### src/rtl/dmem_lane_arbiter_pkg.sv
// Shared types and defaults for the dual-lane data-memory arbiter.
package dmem_lane_arbiter_pkg;

  localparam int unsigned D_WIDTH_DEF = 32;
  localparam int unsigned STALLCNT_W  = 16;

  typedef enum logic {
    ARB_IDLE   = 1'b0,
    ARB_SECOND = 1'b1
  } arb_state_e;

  typedef enum logic [1:0] {
    SEL_NONE = 2'd0,
    SEL_L0   = 2'd1,
    SEL_L1   = 2'd2
  } lane_sel_e;

endpackage

### src/rtl/dmem_lane_arbiter_if.sv
// Lane request / memory / result bundle between the mem stages and the arbiter.
interface dmem_lane_arbiter_if #(
  parameter int unsigned D_WIDTH = 32,
  parameter int unsigned CNT_W   = 16
);
  logic               i_Req0;
  logic               i_WE0;
  logic [D_WIDTH-1:0] i_Addr0;
  logic [D_WIDTH-1:0] i_WData0;
  logic               i_Req1;
  logic               i_WE1;
  logic [D_WIDTH-1:0] i_Addr1;
  logic [D_WIDTH-1:0] i_WData1;
  logic               i_Kill1;
  logic [D_WIDTH-1:0] o_MemAddr;
  logic [D_WIDTH-1:0] o_MemWData;
  logic               o_MemWE;
  logic [D_WIDTH-1:0] i_MemRD;
  logic [D_WIDTH-1:0] o_RD0;
  logic [D_WIDTH-1:0] o_RD1;
  logic               o_Stall;
  logic [CNT_W-1:0]   o_StallCnt;

  // Arbiter side
  modport slave (
    input  i_Req0, i_WE0, i_Addr0, i_WData0,
    input  i_Req1, i_WE1, i_Addr1, i_WData1, i_Kill1,
    input  i_MemRD,
    output o_MemAddr, o_MemWData, o_MemWE,
    output o_RD0, o_RD1, o_Stall, o_StallCnt
  );

  // Pipeline + memory side
  modport master (
    output i_Req0, i_WE0, i_Addr0, i_WData0,
    output i_Req1, i_WE1, i_Addr1, i_WData1, i_Kill1,
    output i_MemRD,
    input  o_MemAddr, o_MemWData, o_MemWE,
    input  o_RD0, o_RD1, o_Stall, o_StallCnt
  );
endinterface

### src/rtl/dmem_lane_arbiter_arb_mux.sv
// Lane-select mux feeding address, write data and write enable to data memory.
module dmem_lane_arbiter_arb_mux
  import dmem_lane_arbiter_pkg::*;
#(
  parameter int unsigned D_WIDTH = D_WIDTH_DEF
) (
  input  lane_sel_e          sel_i,
  input  logic [D_WIDTH-1:0] addr0_i,
  input  logic [D_WIDTH-1:0] wdata0_i,
  input  logic               we0_i,
  input  logic [D_WIDTH-1:0] addr1_i,
  input  logic [D_WIDTH-1:0] wdata1_i,
  input  logic               we1_i,
  output logic [D_WIDTH-1:0] mem_addr_o,
  output logic [D_WIDTH-1:0] mem_wdata_o,
  output logic               mem_we_o
);

  // Route the granted lane; no grant drives an idle, non-writing port
  always_comb begin
    mem_addr_o  = '0;
    mem_wdata_o = '0;
    mem_we_o    = 1'b0;
    case (sel_i)
      SEL_L0: begin
        mem_addr_o  = addr0_i;
        mem_wdata_o = wdata0_i;
        mem_we_o    = we0_i;
      end
      SEL_L1: begin
        mem_addr_o  = addr1_i;
        mem_wdata_o = wdata1_i;
        mem_we_o    = we1_i;
      end
      default: ;
    endcase
  end

endmodule

### src/rtl/dmem_lane_arbiter.sv
// Serialises the two mem-stage lanes onto one data-memory port, older lane 0 first.
module dmem_lane_arbiter
  import dmem_lane_arbiter_pkg::*;
#(
  parameter int unsigned D_WIDTH     = D_WIDTH_DEF,
  parameter int unsigned CNT_W       = STALLCNT_W,
  parameter int unsigned MERGE_LOADS = 1
) (
  input logic                clk,
  input logic                rst_n,
  dmem_lane_arbiter_if.slave bus
);

  arb_state_e         st_q, st_d;
  logic [D_WIDTH-1:0] rd0_hold_q, rd0_hold_d;
  logic [CNT_W-1:0]   cnt_q, cnt_d;

  logic               r0, r1, merge;
  lane_sel_e          sel;
  logic [D_WIDTH-1:0] rd0_c, rd1_c;
  logic               stall_c;
  logic               mux_we;

  // Effective requests; a killed lane 1 is invisible to the arbiter
  assign r0    = bus.i_Req0;
  assign r1    = bus.i_Req1 & ~bus.i_Kill1;
  assign merge = (MERGE_LOADS != 0) & ~bus.i_WE0 & ~bus.i_WE1 &
                 (bus.i_Addr0 == bus.i_Addr1);

  // State, held lane-0 load data and conflict counter
  always_ff @(posedge clk or negedge rst_n) begin
    if (!rst_n) begin
      st_q       <= ARB_IDLE;
      rd0_hold_q <= '0;
      cnt_q      <= '0;
    end else begin
      st_q       <= st_d;
      rd0_hold_q <= rd0_hold_d;
      cnt_q      <= cnt_d;
    end
  end

  // Grant selection, load-data return, stall and next state
  always_comb begin
    st_d       = st_q;
    rd0_hold_d = rd0_hold_q;
    cnt_d      = cnt_q;
    sel        = SEL_NONE;
    rd0_c      = '0;
    rd1_c      = '0;
    stall_c    = 1'b0;
    case (st_q)
      ARB_IDLE: begin
        if (r0 && r1) begin
          sel   = SEL_L0;
          rd0_c = bus.i_MemRD;
          if (merge) begin
            rd1_c = bus.i_MemRD;
          end else begin
            stall_c    = 1'b1;
            rd0_hold_d = bus.i_MemRD;
            st_d       = ARB_SECOND;
            cnt_d      = (&cnt_q) ? cnt_q : cnt_q + CNT_W'(1);
          end
        end else if (r0) begin
          sel   = SEL_L0;
          rd0_c = bus.i_MemRD;
        end else if (r1) begin
          sel   = SEL_L1;
          rd1_c = bus.i_MemRD;
        end
      end
      ARB_SECOND: begin
        // Lane 0 already completed; its load data comes from the hold register
        rd0_c = rd0_hold_q;
        if (r1) begin
          sel   = SEL_L1;
          rd1_c = bus.i_MemRD;
        end
        st_d = ARB_IDLE;
      end
      default: st_d = ARB_IDLE;
    endcase
  end

  dmem_lane_arbiter_arb_mux #(
    .D_WIDTH (D_WIDTH)
  ) u_arb_mux (
    .sel_i       (sel),
    .addr0_i     (bus.i_Addr0),
    .wdata0_i    (bus.i_WData0),
    .we0_i       (bus.i_WE0),
    .addr1_i     (bus.i_Addr1),
    .wdata1_i    (bus.i_WData1),
    .we1_i       (bus.i_WE1),
    .mem_addr_o  (bus.o_MemAddr),
    .mem_wdata_o (bus.o_MemWData),
    .mem_we_o    (mux_we)
  );

  // Reset suppresses any write and releases the pipeline immediately
  assign bus.o_MemWE    = mux_we & rst_n;
  assign bus.o_Stall    = stall_c & rst_n;
  assign bus.o_RD0      = rd0_c;
  assign bus.o_RD1      = rd1_c;
  assign bus.o_StallCnt = cnt_q;

endmodule

### src/flat_wrapper.sv
// flat-port wrapper written by rule: the top's interface ports become plain ports
module dmem_lane_arbiter_flat import dmem_lane_arbiter_pkg::*;
#(
  parameter int unsigned D_WIDTH     = D_WIDTH_DEF,
  parameter int unsigned CNT_W       = STALLCNT_W,
  parameter int unsigned MERGE_LOADS = 1
)
  (clk, rst_n, bus_i_Req0, bus_i_WE0, bus_i_Addr0, bus_i_WData0, bus_i_Req1, bus_i_WE1, bus_i_Addr1, bus_i_WData1, bus_i_Kill1, bus_i_MemRD, bus_o_MemAddr, bus_o_MemWData, bus_o_MemWE, bus_o_RD0, bus_o_RD1, bus_o_Stall, bus_o_StallCnt);
  dmem_lane_arbiter_if #(.D_WIDTH(D_WIDTH), .CNT_W(CNT_W)) bus_i ();
  input logic clk;
  input logic rst_n;
  input wire logic [$bits(bus_i.i_Req0)-1:0] bus_i_Req0;
  input wire logic [$bits(bus_i.i_WE0)-1:0] bus_i_WE0;
  input wire logic [$bits(bus_i.i_Addr0)-1:0] bus_i_Addr0;
  input wire logic [$bits(bus_i.i_WData0)-1:0] bus_i_WData0;
  input wire logic [$bits(bus_i.i_Req1)-1:0] bus_i_Req1;
  input wire logic [$bits(bus_i.i_WE1)-1:0] bus_i_WE1;
  input wire logic [$bits(bus_i.i_Addr1)-1:0] bus_i_Addr1;
  input wire logic [$bits(bus_i.i_WData1)-1:0] bus_i_WData1;
  input wire logic [$bits(bus_i.i_Kill1)-1:0] bus_i_Kill1;
  input wire logic [$bits(bus_i.i_MemRD)-1:0] bus_i_MemRD;
  output wire logic [$bits(bus_i.o_MemAddr)-1:0] bus_o_MemAddr;
  output wire logic [$bits(bus_i.o_MemWData)-1:0] bus_o_MemWData;
  output wire logic [$bits(bus_i.o_MemWE)-1:0] bus_o_MemWE;
  output wire logic [$bits(bus_i.o_RD0)-1:0] bus_o_RD0;
  output wire logic [$bits(bus_i.o_RD1)-1:0] bus_o_RD1;
  output wire logic [$bits(bus_i.o_Stall)-1:0] bus_o_Stall;
  output wire logic [$bits(bus_i.o_StallCnt)-1:0] bus_o_StallCnt;
  assign bus_i.i_Req0 = bus_i_Req0;
  assign bus_i.i_WE0 = bus_i_WE0;
  assign bus_i.i_Addr0 = bus_i_Addr0;
  assign bus_i.i_WData0 = bus_i_WData0;
  assign bus_i.i_Req1 = bus_i_Req1;
  assign bus_i.i_WE1 = bus_i_WE1;
  assign bus_i.i_Addr1 = bus_i_Addr1;
  assign bus_i.i_WData1 = bus_i_WData1;
  assign bus_i.i_Kill1 = bus_i_Kill1;
  assign bus_i.i_MemRD = bus_i_MemRD;
  assign bus_o_MemAddr = bus_i.o_MemAddr;
  assign bus_o_MemWData = bus_i.o_MemWData;
  assign bus_o_MemWE = bus_i.o_MemWE;
  assign bus_o_RD0 = bus_i.o_RD0;
  assign bus_o_RD1 = bus_i.o_RD1;
  assign bus_o_Stall = bus_i.o_Stall;
  assign bus_o_StallCnt = bus_i.o_StallCnt;
  dmem_lane_arbiter #(.D_WIDTH(D_WIDTH), .CNT_W(CNT_W), .MERGE_LOADS(MERGE_LOADS)) u_core (.clk(clk), .rst_n(rst_n), .bus(bus_i));
endmodule
### config.mk
export PLATFORM = sky130hd
export DESIGN_NAME = dmem_lane_arbiter_flat
export DESIGN_NICKNAME = d
export VERILOG_FILES = /design/src/rtl/dmem_lane_arbiter_pkg.sv /design/src/rtl/dmem_lane_arbiter_if.sv /design/src/rtl/dmem_lane_arbiter_arb_mux.sv /design/src/rtl/dmem_lane_arbiter.sv /design/src/flat_wrapper.sv
export SDC_FILE = /design/constraint.sdc
export NUM_CORES = 1
export LEC_CHECK = 0
export ABC_CLOCK_PERIOD_IN_PS = 4100
export BUFFER_PORTS_ARGS = -buffer_cell sky130_fd_sc_hd__buf_2
export CORE_AREA = 4 4 121 123
export DETAILED_ROUTE_END_ITERATION = 12
export DIE_AREA = 0 0 125 127
export PLACE_DENSITY = 0.66
export SLEW_MARGIN = 20
export SYNTH_ARGS = -nofsm -noshare
export SYNTH_HDL_FRONTEND = slang
export SYNTH_HIERARCHICAL = 1
export SYNTH_SLANG_ARGS = --single-unit
export TNS_END_PERCENT = 100
### constraint.sdc
create_clock -name clk -period 4.1 [get_ports clk]
set_clock_uncertainty 0.15 [all_clocks]
set_input_delay 0.41 -clock clk [delete_from_list [all_inputs] [get_ports clk]]
set_output_delay 0.41 -clock clk [all_outputs]
set_load 0.05 [all_outputs]
==> results.sh <==
export IMPL_outcome="finished, final reports clean"
export IMPL_syn_nets=593
export IMPL_yosysMostFrequentCell="a22oi_2"
export IMPL_grt_pass1_wl_mm=23.07
export IMPL_cap_violations=0
export IMPL_synth_flop_cell="dfrtp_1"
export IMPL_wire_per_inst_um=16.25
export IMPL_insertion_delay_ns=0.29
export IMPL_grt_total_usage_pct=17.61
export IMPL_syn_area_um2=4190
export IMPL_hold_path_class="in -> reg"
export IMPL_syn_inst=423
export IMPL_nets=887
export IMPL_globalRouteOverflowTotal=0
export IMPL_cts_tree="built"
export IMPL_worst_setup_path_end_kind="primary output"
export IMPL_fmax_mhz=293.5
export IMPL_switching_share_pct=42.82
export IMPL_fin_setup_tns_ns=0
export IMPL_port_buffers=312
export IMPL_relSlewSlack_pct=34.88
export IMPL_drc=0
export IMPL_std_cell_rows=43
export IMPL_cts_setup_buffers=0
export IMPL_grt_max_degree=66
export IMPL_setup_viol=0
export IMPL_area_delta_synth_final_pct=43.60
export IMPL_grt_pass1_vias=4356
export IMPL_seq_area_frac_synth_pct=29.26
export IMPL_powerDensity_nw_per_um2=335.6
export IMPL_synth_area_leaders="dfrtp_1 (29%), a22oi_2 (15%), xor2_1 (8.6%), mux2_1 (7.8%), a22o_1 (6.7%)"
export IMPL_worstMarginPinSlew_ns=0.9769
export IMPL_vdd_drop_max_v=0.0002760
export IMPL_synth_edf_count=0
export IMPL_startpoint_type="register"
export IMPL_drv_slew=0
export IMPL_rsz0062_at_grt="false"
export IMPL_cts_buffer_depth=2
export IMPL_clockRootBuffer="clkbuf_16"
export IMPL_totalWireLength_mm=14.59
export IMPL_yosys_area_top_type="dfrtp_1"
export IMPL_die_area_um2=15880
export IMPL_required_ns=3.54
export IMPL_async_flop_share_pct=100.0
export IMPL_first_iter_violations=210
export IMPL_post_route_period_util_pct=83.11
export IMPL_vias=4422
export IMPL_power_frac_clock_pct=23.6
export IMPL_start_util_pct=30.66
export IMPL_synth_commonest_cells="a22oi_2 (50), dfrtp_1 (49), nor2_1 (41), xor2_1 (41), and2_1 (34)"
export IMPL_io_pins=313
export IMPL_hold_depth=2
export IMPL_drive_gt1_share_pct=57.66
export IMPL_final_hold_viol_count=0
export IMPL_power_leakage_uw=0.003146
export IMPL_critPathMaxFanout=37
export IMPL_hpwl_mm=11.61
export IMPL_critical_path_class="reg -> out"
export IMPL_placedCellCount=889
export IMPL_final_min_clock_period_ns=3.407
export IMPL_antenna_found_initial=1
export IMPL_finalNonFillerCells=898
export IMPL_die_height_um=127
export IMPL_synth_seq_cells=49
export IMPL_dr_pass1_iters=4
export IMPL_clock_sinks=49
export IMPL_die_w_um=125
export IMPL_ff2ff_path_depth=6
export IMPL_numCtsBuffers=5
export IMPL_syn_area_per_cell_um2=9.906
export IMPL_power_frac_comb_pct=44.5
export IMPL_netlist_area_leader_share_pct=29.26
export IMPL_core_area_um2=13670
export IMPL_synth_warnings=6
export IMPL_critical_path_arrival_ns=2.85
export IMPL_ant_nets=0
export IMPL_antenna_cells=0
export IMPL_intPower_uw=1155
export IMPL_yosysUniqueCellTypes=33
export IMPL_htree_levels=2
export IMPL_pwr_share_seq_pct=31.9
export IMPL_avgViaCountPerCell=4.924
export IMPL_path_clk_slew_ns=0.06
export IMPL_switching_power_uw=864.7
export IMPL_post_route_util_pct=44.03
export IMPL_gp_congestion=0.8074
## per-layer routing
layer	wire (um)	share of wire (%)	global-route usage (%)
met1	5840	40	22.03
met2	7110	49	30.65
met3	1367	9.4	4.390
met4	257	1.8	4.273
met5	13	0.089	0
## state kept, by name (all words and copies together) (netlist names)
| signal | flops |
|---|---|
| u_core/bus.o_StallCnt | 16 |
| u_core/rd0_hold_q | 32 |
| u_core/st_q | 1 |
## cells in the final DEF, fill, tap and decap left out
cell / instances
xnor2_1: 6
nand4_1: 8
or2_1: 1
or3_1: 1
inv_1: 6
mux2_1: 29
ha_4: 2
buf_2: 312
nor2_1: 41
bufinv_16: 1
ha_1: 1
o21a_1: 1
xor2_1: 41
a22oi_2: 50
nor3_4: 1
nor2_2: 27
nand2b_1: 2
buf_4: 9
dlygate4sd3_1: 1
and2_1: 34
clkbuf_8: 1
nand2_1: 3
nor2b_1: 1
nand3b_1: 1
clkbuf_1: 1
a22oi_1: 15
nand3_1: 6
or4b_1: 1
nor4b_1: 1
clkbuf_16: 5
and4_1: 1
nor4_1: 17
mux2_2: 4
inv_2: 1
nor3_1: 4
dfrtp_1: 49
a22o_1: 32
buf_12: 1
## critical path, stage by stage (launching register included)
cell      delay (ns)
dfrtp_1         0.37
nand2b_1        0.18
inv_2           0.51
ha_4            0.65
buf_4           0.32
a22oi_1         0.10
nor2_1          0.14
buf_2           0.27
## power groups by stage
stage,combinational [uW],sequential [uW],clock [uW]
after floorplan,560,710,0
after CTS,908,644,491
after global placement,902,650,0
final,899,644,477
after global routing,963,657,509
after detailed placement,904,651,0
## through the flow
step | area, um^2 | total power (uW) | hold WS, ns | setup slack (ns)
floorplan | 4190 | 1270 | -0.03559 | 1.081
global placement | 5834 | 1552 | 0.1608 | 0.7346
detailed placement | 5834 | 1555 | 0.1619 | 0.7407
CTS | 6017 | 2043 | 0.2011 | 0.6593
global route | 6017 | 2128 | 0.2096 | 0.4885
finish | 6017 | 2019 | 0.2084 | 0.6927
## logic make-up after synthesis
family,count (synthesis),share of synthesized area (%)
AND/OR/NAND/NOR,150,19.95
AO/OA/AOI/OAI,98,24.49
flip-flops,49,29.26
XOR/XNOR,47,9.824
buffers and inverters,43,6.718
multiplexers,33,8.868
adder cells (fa/ha/maj),3,0.8959
## worst paths after layout
check,from,end,slack [ns]
worst max-delay path,u_core/st_q,bus_o_MemWData[3],0.69
worst min-delay path,bus_i_MemRD[3],u_core/rd0_hold_q[3],0.21
worst max register to register,u_core/st_q,u_core/rd0_hold_q[16],1.50
worst min register to register,u_core/bus.o_StallCnt[10],u_core/bus.o_StallCnt[10],0.34
max in group asynchronous,rst_n,u_core/rd0_hold_q[28],2.63
min in group asynchronous,rst_n,u_core/rd0_hold_q[2],0.37
## repair_timing
item / CTS / global route
hold buffers: 1 / 0
endpoints found under the hold margin: 10 / 0
gates resized for setup: 0 / 0
## cell type report
cell class	count	area, um^2
timing repair buffer	323	1659
clock inverter	1	30.03
clock buffer	7	142.6
tap	180	225.2
fill	1350	7649
sequential	49	1226
multi-input combinational	331	2708
inverter	7	26.28
Power figures use the tool's default switching activity.
